<file path="src/rtl/a1csa_seq64.sv">
// a1csa_seq64 -- multi-cycle add-one carry-select adder.
//
// Operands are accepted through a valid/ready handshake and resolved one
// W-bit slice per clock, least significant slice first. Each slice forms
// the zero-carry sum, the add-one sum and the slice generate/propagate. The
// running carry selects between the two sums. Slice gen/prop are folded
// serially into a group generate/propagate pair, so this block consumes the
// same group gen/prop interface the hierarchical a1csah adders produce.
//
// Optional feature: define A1CSA_SEQ_SUB_EN to add the 'sub' input.
// With sub=1, b is inverted at capture and the carry-in is forced to 1, so
// the result is a - b. In that mode cout=1 means no borrow, and gen/prop
// describe a + ~b.
//
// Ports:
//   clk        clock; all state changes on the rising edge
//   rst        synchronous, active-high reset
//   in_valid   operands present
//   in_ready   block can accept operands (IDLE only)
//   cin        carry in
//   a, b       N-bit operands
//   sub        (A1CSA_SEQ_SUB_EN only) subtract select, captured with a/b
//   out_valid  result present (DONE only)
//   out_ready  consumer accepts result
//   s          sum, a + b + cin mod 2^N
//   cout       carry out of bit N-1
//   gen        group generate: carry out of a + b with cin=0
//   prop       group propagate: every bit of a ^ b is 1
module a1csa_seq64 #(
  parameter int N = 64,
  parameter int W = 16
) (
  input  logic         clk,
  input  logic         rst,
  input  logic         in_valid,
  output logic         in_ready,
  input  logic         cin,
  input  logic [N-1:0] a,
  input  logic [N-1:0] b,
`ifdef A1CSA_SEQ_SUB_EN
  input  logic         sub,
`endif
  output logic         out_valid,
  input  logic         out_ready,
  output logic [N-1:0] s,
  output logic         cout,
  output logic         gen,
  output logic         prop
);

  localparam int NS = N / W;
  localparam int KW = (NS > 1) ? $clog2(NS) : 1;

  typedef enum logic [1:0] {IDLE, RUN, DONE} state_t;

  state_t         state, state_nxt;
  logic [KW-1:0]  k;

  // Captured operands; shifted right one slice per RUN cycle so the
  // current slice always sits in the low W bits.
  logic [N-1:0]   a_r, b_r;
  logic           carry, g_acc, p_acc;

  logic [N-1:0]   s_r;
  logic           cout_r, gen_r, prop_r;

  logic [N-1:0]   b_cap;
  logic           cin_cap;

  logic [W-1:0]   a_k, b_k, sum1, s_k;
  logic [W:0]     sum0;
  logic           g_k, p_k, carry_nxt, g_nxt, p_nxt, last;
  logic [N-1:0]   s_shift;

`ifdef A1CSA_SEQ_SUB_EN
  assign b_cap   = sub ? ~b : b;
  assign cin_cap = sub | cin;
`else
  assign b_cap   = b;
  assign cin_cap = cin;
`endif

  assign last = (k == KW'(NS - 1));

  // Slice datapath: both candidate sums, slice gen/prop, carry select and
  // the serial group gen/prop fold.
  always_comb begin
    a_k       = a_r[W-1:0];
    b_k       = b_r[W-1:0];
    sum0      = {1'b0, a_k} + {1'b0, b_k};
    // Only the low W bits of the add-one sum are ever selected; the carry
    // out of the slice comes from g_k/p_k instead.
    sum1      = a_k + b_k + {{(W-1){1'b0}}, 1'b1};
    g_k       = sum0[W];
    p_k       = &(a_k ^ b_k);
    s_k       = carry ? sum1 : sum0[W-1:0];
    carry_nxt = g_k | (p_k & carry);
    g_nxt     = g_k | (p_k & g_acc);
    p_nxt     = p_acc & p_k;
    // Result fills from the top so after NS slices slice 0 lands in [W-1:0].
    s_shift          = s_r >> W;
    s_shift[N-1 -: W] = s_k;
  end

  always_comb begin
    state_nxt = state;
    unique case (state)
      IDLE:    if (in_valid)  state_nxt = RUN;
      RUN:     if (last)      state_nxt = DONE;
      DONE:    if (out_ready) state_nxt = IDLE;
      default:                state_nxt = IDLE;
    endcase
  end

  // Control and result registers: these carry defined reset values.
  always_ff @(posedge clk) begin
    if (rst) begin
      state  <= IDLE;
      k      <= '0;
      s_r    <= '0;
      cout_r <= 1'b0;
      gen_r  <= 1'b0;
      prop_r <= 1'b0;
    end else begin
      state <= state_nxt;
      case (state)
        IDLE: if (in_valid) k <= '0;
        RUN: begin
          s_r <= s_shift;
          if (last) begin
            k      <= '0;
            cout_r <= carry_nxt;
            gen_r  <= g_nxt;
            prop_r <= p_nxt;
          end else begin
            k <= k + 1'b1;
          end
        end
        default: ;
      endcase
    end
  end

  // Working operand/carry registers: only meaningful in RUN, so no reset.
  always_ff @(posedge clk) begin
    if (state == IDLE) begin
      if (in_valid) begin
        a_r   <= a;
        b_r   <= b_cap;
        carry <= cin_cap;
        g_acc <= 1'b0;
        p_acc <= 1'b1;
      end
    end else if (state == RUN) begin
      a_r   <= a_r >> W;
      b_r   <= b_r >> W;
      carry <= carry_nxt;
      g_acc <= g_nxt;
      p_acc <= p_nxt;
    end
  end

  assign in_ready  = (state == IDLE);
  assign out_valid = (state == DONE);
  assign s         = s_r;
  assign cout      = cout_r;
  assign gen       = gen_r;
  assign prop      = prop_r;

endmodule

</file>
<file path="config.mk">
export PLATFORM = sky130hd
export DESIGN_NAME = a1csa_seq64
export DESIGN_NICKNAME = d
export VERILOG_FILES = /design/src/rtl/a1csa_seq64.sv
export SDC_FILE = /design/constraint.sdc
export NUM_CORES = 1
export LEC_CHECK = 0
export BUFFER_PORTS_ARGS = -buffer_cell sky130_fd_sc_hd__buf_4
export CAP_MARGIN = 5
export CORE_UTILIZATION = 45
export CTS_CLUSTER_DIAMETER = 120
export DETAILED_ROUTE_END_ITERATION = 7
export PLACE_DENSITY_LB_ADDON = 0.2
export SLEW_MARGIN = 25
export SYNTH_ARGS = -nofsm -noshare
export SYNTH_HDL_FRONTEND = slang
export SYNTH_SLANG_ARGS = --single-unit
</file>
<file path="constraint.sdc">
create_clock -name clk -period 4 [get_ports clk]
set_input_delay 1 -clock clk [delete_from_list [all_inputs] [get_ports clk]]
set_output_delay 1 -clock clk [all_outputs]
set_load 0.01 [all_outputs]
</file>
# Word level (Yosys, flattened, before mapping)
# Cells that the tools add are included.
dict set report word_totals {
  ff_bits 202
  inputBits 133
  output_inout_bits 69
  word_cells 56
}
dict set report op_classes {
  add_sub_neg 4
  n_eq_ne 6
  muxes 23
  bitwise 6
  n_reduce_logical 6
}
# op n
set op_table {}
lappend op_table {{$mux 64} 6}
lappend op_table {{$add 16x16->17} 1}
lappend op_table {{$add 16x1->16 const B} 1}
lappend op_table {{$add 16x16->16} 1}
lappend op_table {{$mux 16} 1}
lappend op_table {{$reduce_and 16->1} 1}
lappend op_table {{$xor 16x16->16} 1}
lappend op_table {{$mux 2} 5}
lappend op_table {{$mux 1} 9}
lappend op_table {{$pmux 2 s3} 1}
lappend op_table {{$eq 2x2->1 const B} 2}
lappend op_table {{$ne 2x2->1 const B} 2}
lappend op_table {{$pmux 2 s2} 1}
lappend op_table {{$reduce_and 2->1} 2}
lappend op_table {{$and 1x1->1} 3}
lappend op_table {{$reduce_and 3->1} 1}
lappend op_table {{$add 2x1->2 const B} 1}
lappend op_table {{$eq 2x1->1 const B} 1}
lappend op_table {{$logic_not 2->1} 1}
lappend op_table {{$ne 2x1->1 const B} 1}
lappend op_table {{$or 1x1->1} 2}
lappend op_table {{$reduce_bool 2->1} 1}

# Longest topological paths before layout
dict set report logic_depth {
  word_depth 6
  mapped_depth 10
  depth_no_buf 10
}

# Least setup slack after synthesis
# Ideal clock, no wire load.
dict set report synth_timing {
  path_type {in2reg}
  startpoint {in in_valid}
  endpoint {reg a_r[0] (enable)}
  setup_ps 484
  arrival_ps 3642
  t_required_ps 3516
  setup_slack_ps -126
  cell_stages 2
  n_path_buf 0
  cell_sequence {o21bai_1 inv_1}
}
dict set report synth_between {
  elab_chain_cells 2
}
# item line
set synth_rtl {}
lappend synth_rtl {{start, declared} 35} ;# input logic in_valid,
lappend synth_rtl {{$ne 2x2->1 (no source line)} n/a}
lappend synth_rtl {{$reduce_and 2->1 (no source line)} n/a}
lappend synth_rtl {{end signal, assigned} 155} ;# a_r <= a_r >> W;
lappend synth_rtl {{end, declared} 61} ;# logic [N-1:0] a_r, b_r;
# Every way passes these cells.
# A chain may end at the register's enable or synchronous reset.

# Worst setup path in the final report
dict set report layout_timing {
  startpoint {reg state[1]}
  endpoint {out in_ready}
}
dict set report layout_between {
  elab_chain_cells 1
}
# item line
set layout_rtl {}
lappend layout_rtl {{start, declared} 56} ;# state_t state, state_nxt;
lappend layout_rtl {{start signal, assigned} 125} ;# state <= state_nxt;
lappend layout_rtl {{$logic_not 2->1} 163} ;# assign in_ready = (state == IDLE);
lappend layout_rtl {{end, declared} 36} ;# output logic in_ready,
# Every way passes these cells.

==> run_results.csv <==
group,metric,value,unit
run_status,status,"finished, final reports clean",
timing,setup_violations,0,
routing,wire_per_inst,15.3,um
timing,relSlewSlack,53.1,%
power_and_ir_drop,vdd_ir_drop_max,0.295,mV
routing,routed_wl,17900,um
setup_path,crit_path_top_delay_cell,"or2_2",
synth,yosysWarnings,0,
setup_path,critPathMaxFanout,5,
layout,area_growth_syn_to_layout,28.1,%
floorplan,coreArea,18800,um^2
setup_path,crit_chain,"or2_2 -> inv_4 -> buf_4",
routing,dr.pass1.iters,5,
setup_path,reg2reg_to,"s[63]",
flow_run,maxCapViolCount,0,
timing,finalClockSkew,8.82,ps
worst_hold_path,hold_path_class,"flip-flop to flip-flop",
worst_hold_path,hp-start,"s[7]",
synth,ys_seq_area_share,61.5,%
worst_hold_path,hold_depth,2,
power_and_ir_drop,power_density,471,nW/um^2
clock_network,clkTransAtPathRegs,60,ps
setup_path,critPathRequiredTime,3000,ps
layout,final_util,59.2,%
routing,vias,5821,
setup_path,cp_slowest_stage_delay,370,ps
timing,fin_crit_sh,60.6,%
routing,via_per_inst,4.95,
worst_hold_path,min_to,"s[7]",
place,portBuffers,201,
floorplan,start_util,46.3,%
layout,seq_area,5360,um^2
floorplan,die_area,19900,um^2
clock_network,cts_buffers,22,
timing,rsz0062_at_grt,"false",
layout,fin_nets,1058,
clock_network,clkLatencyLatePin,490,ps
synth,netlist_instances,714,
clock_network,clk_path_buf_depth,3,
timing,fmax,0.412,GHz
setup_path,startpoint_type,"flip-flop",
synth,synth.avg_cell_area,12.2,um^2
grt,overflow,0,
clock_network,cts_setup_buffers,0,
timing,slew_violations,0,
clock_network,hold_buffers,0,
synth,synth_nets,867,
power_and_ir_drop,p_leak,4.43,nW
floorplan,rows,50,
setup_path,critical_path_class,"flip-flop to primary output",
setup_path,end_kind,"primary output",
layout,num_antenna_cells,0,
timing,max_slew.worst_pin.slew,704,ps
routing,antenna_left,0,
timing,tns,0,ps
place,place_hpwl,12200,um
setup_path,timing.rr.start,"a_r[8]",
place,gp_congestion,0.891,
grt,antenna_found_initial,0,
setup_path,reg2reg_slack,1780,ps
floorplan,io_pins,202,
layout,fill_cells,1589,
layout,multi_input_area,3160,um^2
layout,drive_gt1_share,37.2,%
clock_network,h-tree-depth,1,
grt,grt_usage,18.0,%
clock_network,cts_tree,"yes",
timing,finalHoldViolCount,0,
routing,drc,0,
setup_path,rr_worst_depth,7,
routing,first_iter_violations,276,
clock_network,clock-sinks,202,
synth,synth_cell_types,43,
grt,grt_pass1_wl,28500,um
clock_network,clock-root-buffer,"clkbuf_16",
grt,grt_pass1_vias,5696,
synth,synth.ff_latch_count,202,
timing,post-route-min-period,2430,ps
clock_network,ctsResizeCount,0,
setup_path,crit_arrival,1430,ps
setup_path,crit_path_start,"state[1]",
floorplan,die_x,141,um
grt,grt_max_degree,132,
synth,netlist_area,8710,um^2
floorplan,die_h,141,um
sequential cells by signal, summed over array words and instances, names as in the netlist:
register and cells:
state 2, g_acc 1, gen 1, p_acc 1, b_r 64, k 2
prop 1, s 64, cout 1, carry 1, a_r 64
routing by layer:
layer,vias to the layer above,routed length (um),track usage (%),part of all wire [%]
li1,2929,-,-,-
met1,2705,7370,21.7,41
met2,157,8810,30.8,49
met3,30,1420,5.60,7.9
met4,0,348,5.32,1.9
met5,-,0,0,0
worst max-delay path, delay by kind of cell (launching register included):
kind / cells / cell delay, ps
flops: 1 / 350
simple gates: 1 / 370
buf+inv: 2 / 210
cells in the mapped netlist (all sizes together):
cell,n,area (um^2)
dfxtp,71,1420
o22ai,1,12.5
a211o,1,8.76
o31ai,2,42.5
a211oi,6,45.0
a21o,5,37.5
fa,2,40.0
xor2,6,52.6
clkbuf,20,75.1
a22oi,1,7.51
nand4,3,18.8
inv,11,41.3
nand3,2,10.0
nand2,129,487
o21bai,3,22.5
o2111ai,2,17.5
edfxtp,131,3930
nor4b,1,8.76
buf,19,90.1
a311oi,2,17.5
nand3b,2,15.0
and3,1,6.26
o211ai,2,15.0
ha,18,225
a21oi,73,365
and2,37,231
nand2b,3,18.8
a21boi,2,15.0
xnor2,6,52.6
nor2b,4,25.0
nor2,21,78.8
mux2,97,1100
or2,1,6.26
o21ai,13,65.1
o211a,2,20.0
o21a,2,15.0
a31oi,3,18.8
nor3,8,40.0
a21bo,1,10.0
layout by cell type (no fill, tap or decap), types with 8 or more instances in the layout:
cell type,count
nor3_1,8
inv_1,9
a21oi_1,73
and2_1,37
nor2_1,21
o21ai_0,12
dfxtp_1,71
edfxtp_1,131
buf_4,204
clkbuf_16,23
ha_1,18
nand2_1,128
mux2_2,96
kinds of logic (layout without fill, tap and decap cells):
logic type,count (synthesis),after routing,share of synthesized area [%]
and+or+nand+nor,212,212,10.9
DFF,202,202,61.5
AOI/OAI and AO/OA,121,121,8.45
muxes,97,97,12.6
buffers and inverters,50,251,2.37
adders and majority gates,20,20,3.05
xor gates and xnor gates,12,12,1.21
area by class of cell:
class | instances | share of cell area [%]
clock buffer | 25 | 5.23
clock inverter | 9 | 1.02
inverter | 11 | 0.426
multi-input combinational | 462 | 28.3
sequential | 202 | 48.0
tap | 260 | 2.92
timing repair buffer | 206 | 14.1
worst max-delay path by stage:
stage	slack, ps	end
finish	1570	in_ready
detailed placement	1640	a_r[34]
floorplan	260	a_r[0]
CTS	1550	in_ready
global placement	1660	a_r[46]
global route	1510	in_ready
stage by stage:
stage	power (mW)	std cells	setup slack, ps	instance area [um^2]	hold WS, ps
floorplan	3.04	714	265	8710	481
global placement	3.32	1141	1660	10500	444
detailed placement	3.33	1141	1640	10500	448
CTS	5.32	1175	1550	11200	456
global route	5.49	1175	1510	11200	479
finish	5.26	1175	1570	11200	453
power breakdown:
group | switching (mW) | internal [mW] | leakage, nW
Combinational | 0.392 | 0.384 | 2.18
Sequential | 0.0730 | 2.43 | 1.91
Clock | 0.756 | 1.22 | 0.336
Note: power is estimated with default switching activity, not from simulation.
